`src/rtl/sort_collector_if.sv`:
```
// Handshake bundle between the serial sorter, the collector and its downstream consumer.
// The slave modport is the collector's view; the master modport is the sorter/consumer side.
interface sort_collector_if #(
    parameter int WIDTH = 32,
    parameter int DEPTH = 10
);
    localparam int CW = $clog2(DEPTH + 1);

    logic signed [WIDTH-1:0] data_serial_i;
    logic                    data_valid_i;
    logic                    ready_o;
    logic signed [WIDTH-1:0] rd_data_o;
    logic                    rd_valid_o;
    logic                    rd_ready_i;
    logic                    rd_last_o;
    logic                    done_o;
    logic                    sorted_ok_o;
    logic [CW-1:0]           count_o;
    logic                    drop_o;

    modport slave (
        input  data_serial_i, data_valid_i, rd_ready_i,
        output ready_o, rd_data_o, rd_valid_o, rd_last_o,
               done_o, sorted_ok_o, count_o, drop_o
    );

    modport master (
        output data_serial_i, data_valid_i, rd_ready_i,
        input  ready_o, rd_data_o, rd_valid_o, rd_last_o,
               done_o, sorted_ok_o, count_o, drop_o
    );
endinterface

```
`src/rtl/sort_collector.sv`:
```
// Captures one frame of DEPTH signed words from the serial sorter, checks the ordering on
// the fly, then replays the buffered frame to a consumer before accepting the next one.
module sort_collector #(
    parameter int WIDTH     = 32,
    parameter int DEPTH     = 10,
    parameter bit ASCENDING = 1'b1
) (
    input logic             clk,
    input logic             rst,
    sort_collector_if.slave bus
);
    localparam int            PW   = $clog2(DEPTH);
    localparam int            CW   = $clog2(DEPTH + 1);
    localparam logic [PW-1:0] LAST = PW'(DEPTH - 1);

    typedef enum logic {CAPTURE, DRAIN} state_t;
    state_t state, next_state;

    logic signed [WIDTH-1:0] mem [DEPTH];
    logic signed [WIDTH-1:0] prev;
    logic signed [WIDTH-1:0] word;
    logic [PW-1:0]           wr_ptr;
    logic [PW-1:0]           rd_ptr;
    logic [CW-1:0]           count;
    logic                    ok_r;
    logic                    drop_r;
    logic                    done_r;
    logic                    accept;
    logic                    rd_take;
    logic                    offer_drop;
    logic                    last_wr;
    logic                    last_rd;
    logic                    violate;

    assign word = bus.data_serial_i;

    always_ff @(posedge clk) begin
        if (rst) state <= CAPTURE;
        else     state <= next_state;
    end

    always_comb begin
        next_state = state;
        accept     = 1'b0;
        rd_take    = 1'b0;
        offer_drop = 1'b0;
        case (state)
            CAPTURE: begin
                accept = bus.data_valid_i;
                if (accept && wr_ptr == LAST) next_state = DRAIN;
            end
            DRAIN: begin
                rd_take    = bus.rd_ready_i;
                offer_drop = bus.data_valid_i;
                if (rd_take && rd_ptr == LAST) next_state = CAPTURE;
            end
            default: next_state = CAPTURE;
        endcase
    end

    assign last_wr = accept && (wr_ptr == LAST);
    assign last_rd = rd_take && (rd_ptr == LAST);
    // The first word of a frame has no predecessor, so it can never break the order.
    assign violate = (wr_ptr != '0) && (ASCENDING ? (word < prev) : (word > prev));

    always_ff @(posedge clk) begin
        if (rst) begin
            wr_ptr <= '0;
            rd_ptr <= '0;
            count  <= '0;
            prev   <= '0;
            ok_r   <= 1'b1;
            drop_r <= 1'b0;
            done_r <= 1'b0;
            for (int i = 0; i < DEPTH; i++) mem[i] <= '0;
        end else begin
            done_r <= last_wr;
            if (offer_drop) drop_r <= 1'b1;
            if (accept) begin
                mem[wr_ptr] <= word;
                prev        <= word;
                count       <= count + CW'(1);
                if (violate) ok_r <= 1'b0;
                // The write pointer parks on the last entry until the drain finishes.
                if (last_wr) rd_ptr <= '0;
                else         wr_ptr <= wr_ptr + PW'(1);
            end
            if (rd_take) begin
                if (last_rd) begin
                    rd_ptr <= '0;
                    wr_ptr <= '0;
                    count  <= '0;
                    ok_r   <= 1'b1;
                end else begin
                    rd_ptr <= rd_ptr + PW'(1);
                end
            end
        end
    end

    assign bus.ready_o     = (state == CAPTURE);
    assign bus.rd_valid_o  = (state == DRAIN);
    assign bus.rd_data_o   = mem[rd_ptr];
    assign bus.rd_last_o   = (rd_ptr == LAST);
    assign bus.done_o      = done_r;
    assign bus.sorted_ok_o = ok_r;
    assign bus.count_o     = count;
    assign bus.drop_o      = drop_r;
endmodule

```
`src/flat_wrapper.sv`:
```
// flat-port wrapper written by rule: the top's interface ports become plain ports
module sort_collector_flat 
#(
    parameter int WIDTH     = 32,
    parameter int DEPTH     = 10,
    parameter bit ASCENDING = 1'b1
)
  (clk, rst, bus_data_serial_i, bus_data_valid_i, bus_rd_ready_i, bus_ready_o, bus_rd_data_o, bus_rd_valid_o, bus_rd_last_o, bus_done_o, bus_sorted_ok_o, bus_count_o, bus_drop_o);
  sort_collector_if #(.WIDTH(WIDTH), .DEPTH(DEPTH)) bus_i ();
  input logic clk;
  input logic rst;
  input wire logic [$bits(bus_i.data_serial_i)-1:0] bus_data_serial_i;
  input wire logic [$bits(bus_i.data_valid_i)-1:0] bus_data_valid_i;
  input wire logic [$bits(bus_i.rd_ready_i)-1:0] bus_rd_ready_i;
  output wire logic [$bits(bus_i.ready_o)-1:0] bus_ready_o;
  output wire logic [$bits(bus_i.rd_data_o)-1:0] bus_rd_data_o;
  output wire logic [$bits(bus_i.rd_valid_o)-1:0] bus_rd_valid_o;
  output wire logic [$bits(bus_i.rd_last_o)-1:0] bus_rd_last_o;
  output wire logic [$bits(bus_i.done_o)-1:0] bus_done_o;
  output wire logic [$bits(bus_i.sorted_ok_o)-1:0] bus_sorted_ok_o;
  output wire logic [$bits(bus_i.count_o)-1:0] bus_count_o;
  output wire logic [$bits(bus_i.drop_o)-1:0] bus_drop_o;
  assign bus_i.data_serial_i = bus_data_serial_i;
  assign bus_i.data_valid_i = bus_data_valid_i;
  assign bus_i.rd_ready_i = bus_rd_ready_i;
  assign bus_ready_o = bus_i.ready_o;
  assign bus_rd_data_o = bus_i.rd_data_o;
  assign bus_rd_valid_o = bus_i.rd_valid_o;
  assign bus_rd_last_o = bus_i.rd_last_o;
  assign bus_done_o = bus_i.done_o;
  assign bus_sorted_ok_o = bus_i.sorted_ok_o;
  assign bus_count_o = bus_i.count_o;
  assign bus_drop_o = bus_i.drop_o;
  sort_collector #(.WIDTH(WIDTH), .DEPTH(DEPTH), .ASCENDING(ASCENDING)) u_core (.clk(clk), .rst(rst), .bus(bus_i));
endmodule
```
`config.mk`:
```
export PLATFORM = sky130hd
export DESIGN_NAME = sort_collector_flat
export DESIGN_NICKNAME = d
export VERILOG_FILES = /design/src/rtl/sort_collector_if.sv /design/src/rtl/sort_collector.sv /design/src/flat_wrapper.sv
export SDC_FILE = /design/constraint.sdc
export NUM_CORES = 1
export LEC_CHECK = 0
export CAP_MARGIN = 10
export CORE_UTILIZATION = 42
export DETAILED_ROUTE_END_ITERATION = 7
export GPL_ROUTABILITY_DRIVEN = 0
export PLACE_DENSITY_LB_ADDON = 0.05
export SYNTH_ARGS = -nofsm -noshare
export SYNTH_HDL_FRONTEND = slang
export SYNTH_SLANG_ARGS = --single-unit
```
`constraint.sdc`:
```
create_clock -name clk -period 10.1 [get_ports clk]
set_clock_uncertainty 0.1 [all_clocks]
set_input_delay 1.01 -clock clk [delete_from_list [all_inputs] [get_ports clk]]
set_output_delay 1.01 -clock clk [all_outputs]
set_load 0.05 [all_outputs]
```
**Yosys cells after proc, flatten, opt, wreduce, memory -nomap -nowiden**

Memory sizes are Yosys's and may differ from the RTL's. A register that Yosys moved wholly into a read port is not among the register bits.
Cells that the tools add are included.

- Register bits: 48
- RAM bits: 320
- Input port bits: 36
- Output and inout port bits: 42
- Logic and storage cells: 57
- Memories kept: 1

- $add $sub $neg: 3
- Magnitude comparators: 1
- Equal/unequal tests: 2
- Muxes and demuxes: 31
- Bitwise operators: 1
- Reduce and logical (&&, ||, !) cells: 10

Memories:

| name | depth | bits a word | rd ports | clocked after Yosys merged registers in | write ports | line | RTL |
|---|---|---|---|---|---|---|---|
| u_core.mem | 10 | 32 | 1 | 1 | 10 | sort_collector.sv:19 | `logic signed [WIDTH-1:0] mem [DEPTH];` |

Operators with widths:

| operator | number |
|---|---|
| 2-to-1 mux 4 bit | 14 |
| less-than comparator 32 bit | 1 |
| 2-to-1 mux 32 bit | 1 |
| OR reduction 32 bit | 1 |
| 2-to-1 mux 1 bit | 15 |
| adder 4 x 1 -> 4 bit, second input constant | 3 |
| == test 4 bit, second input constant | 2 |
| logical AND 1 bit | 5 |
| nonzero test 2 bit | 2 |
| nonzero test 4 bit | 1 |
| one-hot mux 1 bit (2 select lines) | 1 |
| AND reduction 2 bit | 1 |
| NOT 1 bit | 1 |

**Longest topological paths before layout**

- Word-level depth: 7
- Gate-level depth with buffers: 8
- Gate-level depth less buffers: 8

**Worst setup path before layout**

Ideal clock, no wire load.

- Path type: in2reg
- From: in bus_data_valid_i
- To: mem u_core.mem[13][0] (enable)
- Data arrival time: 3981 ps
- Required time: 9539 ps
- Slack: 5558 ps
- Stages on the path: 5
- Path buffers: 1
- Path through: nand2_1 nor2_1 buf_2 nand3_1 nor3_1

RTL lines:

| what | line | RTL |
|---|---|---|
| start, declared | flat_wrapper.sv:13 | `input wire logic [$bits(bus_i.data_valid_i)-1:0] bus_data_valid_i;` |
| end, declared | sort_collector.sv:19 |  |

==> results_dict.tcl <==
set metrics [dict create \
    run_status "complete, no violations" \
    cellPowerDensity_mw_per_mm2 187 \
    post_drt_via_cell_ratio 5.45 \
    grt_max_degree 51 \
    most-common-layout-cells "512 x sky130_fd_sc_hd__edfxtp_1, 313 x sky130_fd_sc_hd__nor2_1, 136 x sky130_fd_sc_hd__mux4_2" \
    finalHoldViolations 0 \
    design.portCount 78 \
    cpPeakStageDelay_ps 790 \
    routed-via-count 12700 \
    hold_path_startpoint "u_core.prev[0]$_SDFFE_PP0P_" \
    regToRegEndpoint "u_core.mem[8][13]$_SDFFCE_PN0P_" \
    width_of_the_chip_um 239 \
    syn-mean-instance-area_um2 16.1 \
    core_area_mm2 0.0552 \
    number_of_clock_buffers_inserted_by_tritoncts 60 \
    synth-warning-count 0 \
    synth_fp_nets 1536 \
    antenna_cells_inserted 0 \
    synth_edf_count 512 \
    drv_slew 0 \
    power.share.combinational 0.052 \
    drt.antenna.violating_nets 0 \
    fmax_mhz 190 \
    max-vdd-ir-drop_mv 0.154 \
    placedInstanceArea_mm2 0.0251 \
    timing.max_slew.rel_slack 0.259 \
    initial_core_util 0.426 \
    root_buffer "sky130_fd_sc_hd__clkbuf_16" \
    cts-resized-gates 0 \
    critical_path_buf_inv_count 2 \
    cellLeakagePower_uw 0.00914 \
    synth_area_leader_cell "sky130_fd_sc_hd__edfxtp_1" \
    detail_route.first_pass.iterations 5 \
    grt_remaining_overflow 0 \
    core.rowCount 86 \
    synth_area_leaders "sky130_fd_sc_hd__edfxtp_1 65%, sky130_fd_sc_hd__mux4_2 13%, sky130_fd_sc_hd__nor2_1 5.1%" \
    post_cts.repair.setup_buffers 0 \
    cts_tree "done" \
    synth_top_cell_area_share 0.653 \
    crit_path_top_delay_cell "sky130_fd_sc_hd__dfxtp_4" \
    first_global_vias 13500 \
    netlist-cell-type-count 41 \
    finalSetupViolCount 0 \
    net_switching_component_of_the_power_uw 1110 \
    largest_fanout_on_the_critical_path 38 \
    clk-insertion-delay-late_ps 620 \
    drt-initial-drc-count 1012 \
    clkSlewWorstSetupHoldPaths_ps 60 \
    clock_net_sink_count 564 \
    p_int_uw 3950 \
    grt_first_pass_wirelength_um 89400 \
    final-seq-area_mm2 0.0164 \
    hold_class "reg2reg" \
    worstPathArrival_ps 4160 \
    fin_crit_ps 5270 \
    clock_power_share 0.430 \
    setup.worst_path.class "reg2out" \
    post-route-drc-count 0 \
    path_delay_family "buffers and inverters" \
    timing_worst_slew_pin_value_ps 1110 \
    die_area_mm2 0.0570 \
    grt_setup_unrepaired "false" \
    drive_above_1_share 0.183 \
    synth_ff_type "sky130_fd_sc_hd__edfxtp_1" \
    port_buf_inserts 77 \
    htreeDepth 2 \
    clk_buf_depth 3 \
    async_s_r_ff_share_synth 0 \
    ff2ff_setup_slack_ps 5740 \
    worstPathCellList "buf_4 -> mux4_1 -> mux4_2 -> clkdlybuf4s50_1" \
    routedWlPerCell_um 26.2 \
    fillCellCount 4692 \
    postSynthCellCount 1463 \
    yosys_register_bits 564 \
    multi_input_comb_area_mm2 0.00646 \
    final_common_cell "sky130_fd_sc_hd__edfxtp_1" \
    crit-reg2reg-launch "u_core.bus.rd_valid_o$_SDFF_PP0_" \
    final_cell_area_mm2 0.0271 \
    power_switching_share 0.219 \
    groute.usage.overall 0.221 \
    max_cap_viol_count 0 \
    kind_of_start_point_of_the_critical_path "flop" \
    antenna_violations_before_repair 2 \
    floorplan.die.height_um 239 \
    cts.hold.buffers_added 0 \
    detailedPlacementHpwl_um 32900 \
    power.sequential.fraction 0.519 \
    hold_end "u_core.prev[0]$_SDFFE_PP0P_" \
    layout.nets 1605 \
    synth-seq-area-share 0.697 \
    cell_depth_of_the_worst_hold_path 2 \
    wirelength_um 61000 \
    cp.required_ps 8990 \
    type_of_destination_of_the_critical_path "output port" \
    syn2layout_area_growth_pct 14.9 \
    netlist_area_mm2 0.0235 \
    finalCritPeriodShare 0.522 \
    setup_total_negative_slack_ps 0 \
    r2r_depth 5 \
]
==> how the worst max path moves through the flow <==
stage	slack (ps)	cells after the start	from	to
after floorplan	5560	5	bus_data_valid_i	u_core.mem[13][0]$_DFFE_PP_
after global placement	4660	5	bus_data_valid_i	u_core.mem[8][13]$_SDFFCE_PN0P_
after detailed placement	4650	5	bus_data_valid_i	u_core.mem[8][13]$_SDFFCE_PN0P_
after CTS	4710	4	flop	bus_rd_data_o[4]
after global routing	4610	4	flop	bus_rd_data_o[0]
final	4830	4	flop	bus_rd_data_o[0]
==> sequential cells by signal, summed over array words and instances, names as in the netlist, named ones only <==
register / count
u_core.prev: 32
u_core.mem: 512
u_core.rd_ptr: 4
u_core.bus.drop_o: 1
u_core.bus.count_o: 4
u_core.bus.rd_valid_o: 1
u_core.bus.done_o: 1
u_core.wr_ptr: 4
u_core.bus.sorted_ok_o: 1
==> layout make-up <==
| cell class | count | share of cell area |
|---|---|---|
| clock buffer | 80 | 0.0609 |
| inverter | 67 | 0.00929 |
| multi-input combinational | 726 | 0.239 |
| timing repair buffer | 113 | 0.0389 |
| tap | 748 | 0.0346 |
| clock inverter | 33 | 0.0105 |
| sequential | 564 | 0.607 |
==> worst register-to-register path: stages (launching register included) <==
cell and delay (ps):
sky130_fd_sc_hd__dfxtp_1 390, sky130_fd_sc_hd__inv_2 90, sky130_fd_sc_hd__nand2_1 180, sky130_fd_sc_hd__nor2_4 890, sky130_fd_sc_hd__nand3_2 1070, sky130_fd_sc_hd__nand2b_2 1220
==> power by group through the flow <==
stage          registers [µW]  clock network, µW  logic [µW]
2_1_floorplan            2670                  0         152
3_3_place_gp             2670                  0         262
3_5_place_dp             2670                  0         265
4_1_cts                  2630               2220         266
5_1_grt                  2630               2310         282
6_report                 2620               2170         261
==> layer usage <==
| metal | part of all wire | global-route usage | up-vias |
|---|---|---|---|
| met4 | 0.022 | 0.0624 | 4 |
| met1 | 0.43 | 0.294 | 6657 |
| met3 | 0.050 | 0.0376 | 103 |
| met5 | 0.00044 | 0 | - |
| li1 | - | - | 5591 |
| met2 | 0.50 | 0.374 | 338 |
==> Yosys cell counts (all sizes together), types with 6 or more instances <==
cell type	instances
nand3	8
inv	67
dfxtp	52
clkbuf	75
nor3	6
edfxtp	512
ha	37
nor2	317
buf	31
a21oi	20
nand2b	9
o21ai	8
nand2	126
mux4	160
==> kinds of logic after synthesis <==
logic type | synth area share
buffers and inverters | 0.0324
and+or+nand+nor | 0.0811
AOI/OAI and AO/OA | 0.0104
muxes | 0.157
xor gates and xnor gates | 0.00223
DFF | 0.697
adders and majority gates | 0.0197
==> per-stage QoR <==
stage / utilization / setup WS [ps] / cells / hold slack [ps] / total power, µW
6_report: 0.490 / 4830 / 2331 / 340 / 5060
5_1_grt: 0.490 / 4610 / 2331 / 355 / 5220
4_1_cts: 0.490 / 4710 / 2330 / 341 / 5110
3_5_place_dp: 0.455 / 4650 / 2217 / 328 / 2940
3_3_place_gp: 0.455 / 4660 / 2217 / 327 / 2930
2_1_floorplan: - / 5560 / 1463 / 316 / 2820
(Power assumes the default switching activity.)
